### src/rtl/cpu_pkg.sv
// cpu_pkg: shared fetch FSM state type and opcode field constants.
package cpu_pkg;
    typedef enum logic [2:0] {FETCH, LATCH, ISSUE, HALTED, FAULT} fetch_state_t;
    localparam logic [5:0] HALT_OPCODE = 6'b111111;
    localparam int OPC_HI = 31;
    localparam int OPC_LO = 26;
endpackage

### src/rtl/instr_fetch_if.sv
// instr_fetch_if: instruction memory and fetch/execute handshake bundle.
interface instr_fetch_if #(parameter int ADDR_W = 32);
    logic [ADDR_W-1:0] imem_addr;
    logic [ADDR_W-1:0] pc;
    logic [ADDR_W-1:0] next_pc;
    logic [31:0] imem_rdata;
    logic [31:0] instr;
    logic instr_valid;
    logic exec_done;
    modport master (output imem_addr, pc, instr, instr_valid, input imem_rdata, exec_done, next_pc);
    modport slave (input imem_addr, pc, instr, instr_valid, output imem_rdata, exec_done, next_pc);
endinterface

### src/rtl/pc_register.sv
// pc_register: loadable program counter with async reset to RESET_PC.
module pc_register #(
    parameter int ADDR_W = 32,
    parameter logic [ADDR_W-1:0] RESET_PC = '0
) (
    input  logic              clk,
    input  logic              rst_n,
    input  logic              load,
    input  logic [ADDR_W-1:0] d,
    output logic [ADDR_W-1:0] q
);
    logic [ADDR_W-1:0] q_d;
    always_comb q_d = load ? d : q;
    always_ff @(posedge clk or negedge rst_n) begin
        if (!rst_n) q <= RESET_PC;
        else q <= q_d;
    end
endmodule

### src/rtl/instr_fetch.sv
// instr_fetch: multi-cycle fetch stage owning the PC; stops on halt opcode or misaligned next_pc.
module instr_fetch
    import cpu_pkg::*;
#(
    parameter int ADDR_W = 32,
    parameter logic [ADDR_W-1:0] RESET_PC = '0,
    parameter logic [5:0] HALT_OPCODE = cpu_pkg::HALT_OPCODE
) (
    input  logic        clk,
    input  logic        rst_n,
    instr_fetch_if.master bus,
    output logic        halted,
    output logic        pc_fault,
    output logic [31:0] retired
);
    fetch_state_t state_q, state_d;
    logic [31:0] instr_q, instr_d, retired_q, retired_d;
    logic valid_q, valid_d, halted_q, halted_d, fault_q, fault_d;
    logic accept, is_halt, misaligned;
    logic [ADDR_W-1:0] pc_q;
    pc_register #(.ADDR_W(ADDR_W), .RESET_PC(RESET_PC)) u_pc (
        .clk(clk), .rst_n(rst_n), .load(accept), .d(bus.next_pc), .q(pc_q)
    );
    always_comb begin
        accept = state_q == ISSUE && bus.exec_done;
        is_halt = bus.imem_rdata[OPC_HI:OPC_LO] == HALT_OPCODE;
        misaligned = bus.next_pc[1:0] != 2'b00;
        state_d = state_q;
        instr_d = state_q == LATCH ? bus.imem_rdata : instr_q;
        valid_d = valid_q;
        halted_d = halted_q;
        fault_d = fault_q;
        retired_d = retired_q;
        case (state_q)
            FETCH: state_d = LATCH;
            LATCH: begin
                state_d = is_halt ? HALTED : ISSUE;
                halted_d = is_halt;
                valid_d = !is_halt;
            end
            ISSUE: if (accept) begin
                state_d = misaligned ? FAULT : FETCH;
                fault_d = misaligned;
                valid_d = 1'b0;
                retired_d = retired_q + 32'(retired_q != '1);
            end
            default: ;
        endcase
    end
    // Terminal states simply hold: only reset leaves HALTED or FAULT.
    always_ff @(posedge clk or negedge rst_n) begin
        if (!rst_n) begin
            state_q <= FETCH;
            instr_q <= '0;
            valid_q <= 1'b0;
            halted_q <= 1'b0;
            fault_q <= 1'b0;
            retired_q <= '0;
        end else begin
            state_q <= state_d;
            instr_q <= instr_d;
            valid_q <= valid_d;
            halted_q <= halted_d;
            fault_q <= fault_d;
            retired_q <= retired_d;
        end
    end
    assign bus.imem_addr = pc_q;
    assign bus.pc = pc_q;
    assign bus.instr = instr_q;
    assign bus.instr_valid = valid_q;
    assign halted = halted_q;
    assign pc_fault = fault_q;
    assign retired = retired_q;
endmodule

### src/flat_wrapper.sv
// flat-port wrapper written by rule: the top's interface ports become plain ports
module instr_fetch_flat import cpu_pkg::*;
#(
    parameter int ADDR_W = 32,
    parameter logic [ADDR_W-1:0] RESET_PC = '0,
    parameter logic [5:0] HALT_OPCODE = cpu_pkg::HALT_OPCODE
)
  (clk, rst_n, halted, pc_fault, retired, bus_imem_addr, bus_pc, bus_instr, bus_instr_valid, bus_imem_rdata, bus_exec_done, bus_next_pc);
  instr_fetch_if #(.ADDR_W(ADDR_W)) bus_i ();
  input  logic clk;
  input  logic rst_n;
  output logic halted;
  output logic pc_fault;
  output logic [31:0] retired;
  output wire logic [$bits(bus_i.imem_addr)-1:0] bus_imem_addr;
  output wire logic [$bits(bus_i.pc)-1:0] bus_pc;
  output wire logic [$bits(bus_i.instr)-1:0] bus_instr;
  output wire logic [$bits(bus_i.instr_valid)-1:0] bus_instr_valid;
  input wire logic [$bits(bus_i.imem_rdata)-1:0] bus_imem_rdata;
  input wire logic [$bits(bus_i.exec_done)-1:0] bus_exec_done;
  input wire logic [$bits(bus_i.next_pc)-1:0] bus_next_pc;
  assign bus_imem_addr = bus_i.imem_addr;
  assign bus_pc = bus_i.pc;
  assign bus_instr = bus_i.instr;
  assign bus_instr_valid = bus_i.instr_valid;
  assign bus_i.imem_rdata = bus_imem_rdata;
  assign bus_i.exec_done = bus_exec_done;
  assign bus_i.next_pc = bus_next_pc;
  instr_fetch #(.ADDR_W(ADDR_W), .RESET_PC(RESET_PC), .HALT_OPCODE(HALT_OPCODE)) u_core (.clk(clk), .rst_n(rst_n), .bus(bus_i), .halted(halted), .pc_fault(pc_fault), .retired(retired));
endmodule
### config.mk
export PLATFORM = sky130hd
export DESIGN_NAME = instr_fetch_flat
export DESIGN_NICKNAME = d
export VERILOG_FILES = /design/src/rtl/cpu_pkg.sv /design/src/rtl/instr_fetch_if.sv /design/src/rtl/pc_register.sv /design/src/rtl/instr_fetch.sv /design/src/flat_wrapper.sv
export SDC_FILE = /design/constraint.sdc
export NUM_CORES = 1
export LEC_CHECK = 0
export ABC_AREA = 1
export CAP_MARGIN = 20
export CELL_PAD_IN_SITES_DETAIL_PLACEMENT = 1
export CELL_PAD_IN_SITES_GLOBAL_PLACEMENT = 2
export CORE_ASPECT_RATIO = 2
export CORE_MARGIN = 2
export CORE_UTILIZATION = 24
export DETAILED_ROUTE_END_ITERATION = 16
export PLACE_DENSITY = 0.87
export SKIP_CTS_REPAIR_TIMING = 1
export SLEW_MARGIN = 20
export SYNTH_ARGS = -nofsm -noshare
export SYNTH_HDL_FRONTEND = slang
export SYNTH_HIERARCHICAL = 1
export SYNTH_SLANG_ARGS = --single-unit
### constraint.sdc
create_clock -name clk -period 2.2 [get_ports clk]
set_clock_uncertainty 0.15 [all_clocks]
set_input_delay 0.44 -clock clk [delete_from_list [all_inputs] [get_ports clk]]
set_output_delay 0.44 -clock clk [all_outputs]
set_load 0.005 [all_outputs]
==> metrics <==
initial antenna violation count 0; slew at the pin with the worst max-slew slack 0.5331 ns; max-slew violations 0; die width 104.6 um; Slew Limit Headroom 0.6446; Reg area 2552 sq um; maximum VDD drop 0.0003398 V; Top FF cell, synth dfrtp_1; number of top-level pins 198; worst skew pair latency 0.36 ns; final HPWL from detailed placement 12.68 mm; H-tree Lvls 3; drt first pass iters 4; detailed-route via count 4481; Iteration-0 DRC Markers 123; reg-to-reg endpoint u_core/retired[19]$_DFFE_PN0P_; Post-Syn Area per Cell 8.277 sq um; Leak 3.594 nW; post-synth cell types 27; core box area 19910 sq um; Final min period 2.208 ns; Comb pwr share 0.046; outcome complete, but fails checks; sequential fraction of the synthesis area 0.5254; Final Cycle Share 1.004; Vias/cell 4.145; R2R depth 13; reg2reg setup slack -0.008 ns; Hold Path Cell Cnt 2; Fmax 452.9 MHz; die height 205.2 um; switching power total 0.0008358 W; clk slew on worst S/H paths 0.07 ns; #FFs+latches synth 102; ANT cells 0; P&R area growth vs syn 60.67%; CP required 2.29 ns; mapped cell area 4858 sq um; Final Setup Violations 1; arrival time of the worst setup path 2.30 ns; fraction of layout cells with a size suffix above 1 0.1722; post-route ant nets 0; nets 884; die area 21470 sq um; clk buf depth 2; hold crit path type register to register; Design Area, Final 7806 sq um; Critical Path Sink u_core/retired[19]$_DFFE_PN0P_; Post-Synthesis Cells 587; PwrDens 480.6 nW/um^2; Root Driver clkbuf_16; Setup crit end kind register; Post-DP Area 7278 sq um; Final Hold Viols 0; number of I/O port buffers 197; largest net degree at the start of global routing 40; CP startpoint kind register; Remaining DRCs 0; # fillers 2369; CTS Sinks 102; DR WL/cell 15.07 um; Pint 0.002916 W; GPL Wtd Cong 0.8092; CP Class register to register; YS warnings 6; EDFF count, synth 0; Synthesized Nets 657; pre-CTS setup slack -0.1679 ns; vias in the first global route 4762; maximum fanout along the worst path 5; failing checks setup timing; switching share of power 0.2228; gr usage total 0.1545; CTS buffer count 9; Seq pwr share 0.499; worst r2r src u_core/retired[24]$_DFFE_PN0P_; Power, Total 0.003752 W; post-layout util 0.3920; ys async rst share 1.000; Worst Setup SP u_core/retired[24]$_DFFE_PN0P_; Clk network pwr share 0.455; RSZ-0062 raised after global routing yes; CTS tree yes; FP Rows 73; Max Cap Viol 0; grt ovf 0; global-route wire length before repair 25.59 mm; area of the multi-input gates 1946 sq um; Initial Util 0.2440; Worst Setup Slack, final -0.007835 ns; drt total wl 16.29 mm
[per-layer routing]
metal,vias to the layer above,part of all wire,global-route usage
met5,-,0,0
met4,0,0.030,0.07000
met3,22,0.039,0.02978
met2,118,0.57,0.3032
met1,2148,0.36,0.1542
li1,2193,-,-
[stage by stage]
step           cells    TNS, ns  hold slack, ns
6_report        1081  -0.007835          0.3218
2_1_floorplan    587          0       -0.005591
4_1_cts         1076     -3.282        -0.07412
5_1_grt         1081    -0.7951          0.3476
3_5_place_dp    1060     -2.198          0.3080
3_3_place_gp    1060    -0.5777          0.3019
[power groups by stage]
stage          clock (W)  combinational, W  sequential [W]
2_1_floorplan          0        0.00000326         0.00191
3_3_place_gp           0          0.000171         0.00191
3_5_place_dp           0          0.000174         0.00191
4_1_cts          0.00177          0.000175         0.00187
5_1_grt          0.00184          0.000189         0.00187
6_report         0.00171          0.000171         0.00187
[placed cells by master, fill, tap and decap left out, types with 2 or more instances in the layout]
cell type        count
nand2_1            263
clkdlybuf4s50_1    196
dfrtp_1            102
buf_4               62
inv_1               36
nor2_1              31
nand2_2             25
nand3_1             17
xnor2_1             14
clkbuf_16            9
nor2_4               9
nor2_2               8
nand4_1              6
xor2_1               5
inv_2                3
nand2_4              3
o21ai_0              3
buf_12               3
inv_6                2
inv_8                2
nand3_2              2
xnor2_2              2
ha_4                 2
[cells by family (layout without fill, tap and decap cells)]
logic type	count (synthesis)	after routing	share of synthesized area
compound gates	5	5	0.005664
xor+xnor	22	22	0.03966
fa+ha+maj	3	3	0.007727
buf+inv	87	319	0.1105
flops	102	102	0.5254
simple gates	368	368	0.3111
[Yosys cell counts, types with 2 or more instances]
library cell / instances / area share
nand2_1: 278 / 0.21
dfrtp_1: 102 / 0.53
nor2_1: 40 / 0.031
inv_1: 38 / 0.029
buf_4: 32 / 0.049
nand3_1: 19 / 0.020
xnor2_1: 16 / 0.029
nand2_2: 13 / 0.017
nand4_1: 6 / 0.0077
nor2_2: 6 / 0.0077
xor2_1: 6 / 0.011
buf_2: 5 / 0.0051
buf_6: 4 / 0.0093
clkbuf_8: 3 / 0.0085
ha_1: 3 / 0.0077
o21ai_0: 3 / 0.0031
clkbuf_1: 2 / 0.0015
nor2_4: 2 / 0.0046
[layout make-up]
| class | count | share of cell area |
|---|---|---|
| clock inverter | 6 | 0.009617 |
| clock buffer | 10 | 0.03061 |
| inverter | 40 | 0.02020 |
| timing repair buffer | 263 | 0.3214 |
| multi-input combinational | 398 | 0.2492 |
| tap | 262 | 0.04199 |
| sequential | 102 | 0.3270 |
[state kept, by name, summed over array words and instances, names as in the netlist]
name                    count
u_core/bus.instr           32
u_core/retired             32
u_core/u_pc/q              32
u_core/bus.instr_valid      1
u_core/pc_fault             1
u_core/state_q              3
u_core/halted               1
[worst min-delay path by stage]
stage / startpoint / endpoint / slack [ns]
6_report: u_core/bus.instr[25]$_DFFE_PN0P_ / u_core/bus.instr[25]$_DFFE_PN0P_ / 0.32
5_1_grt: u_core/bus.instr[12]$_DFFE_PN0P_ / u_core/bus.instr[12]$_DFFE_PN0P_ / 0.35
4_1_cts: rst_n / u_core/bus.instr[26]$_DFFE_PN0P_ / -0.07
3_5_place_dp: rst_n / u_core/bus.instr[26]$_DFFE_PN0P_ / 0.31
3_3_place_gp: rst_n / u_core/bus.instr[20]$_DFFE_PN0P_ / 0.30
2_1_floorplan: rst_n / u_core/bus.instr[0]$_DFFE_PN0P_ / -0.006
[worst max-delay path: stages, from the launching register on]
cell	delay [ns]
dfrtp_1	0.40
nand2_2	0.12
nor2_4	0.05
nand3_2	0.08
nor2_2	0.05
nand4_1	0.13
buf_4	0.15
ha_4	0.13
inv_2	0.04
nor2_4	0.15
nand2_2	0.10
nor2_2	0.29
nand2_1	0.11
xnor2_1	0.14
Power figures use the tool's default switching activity.
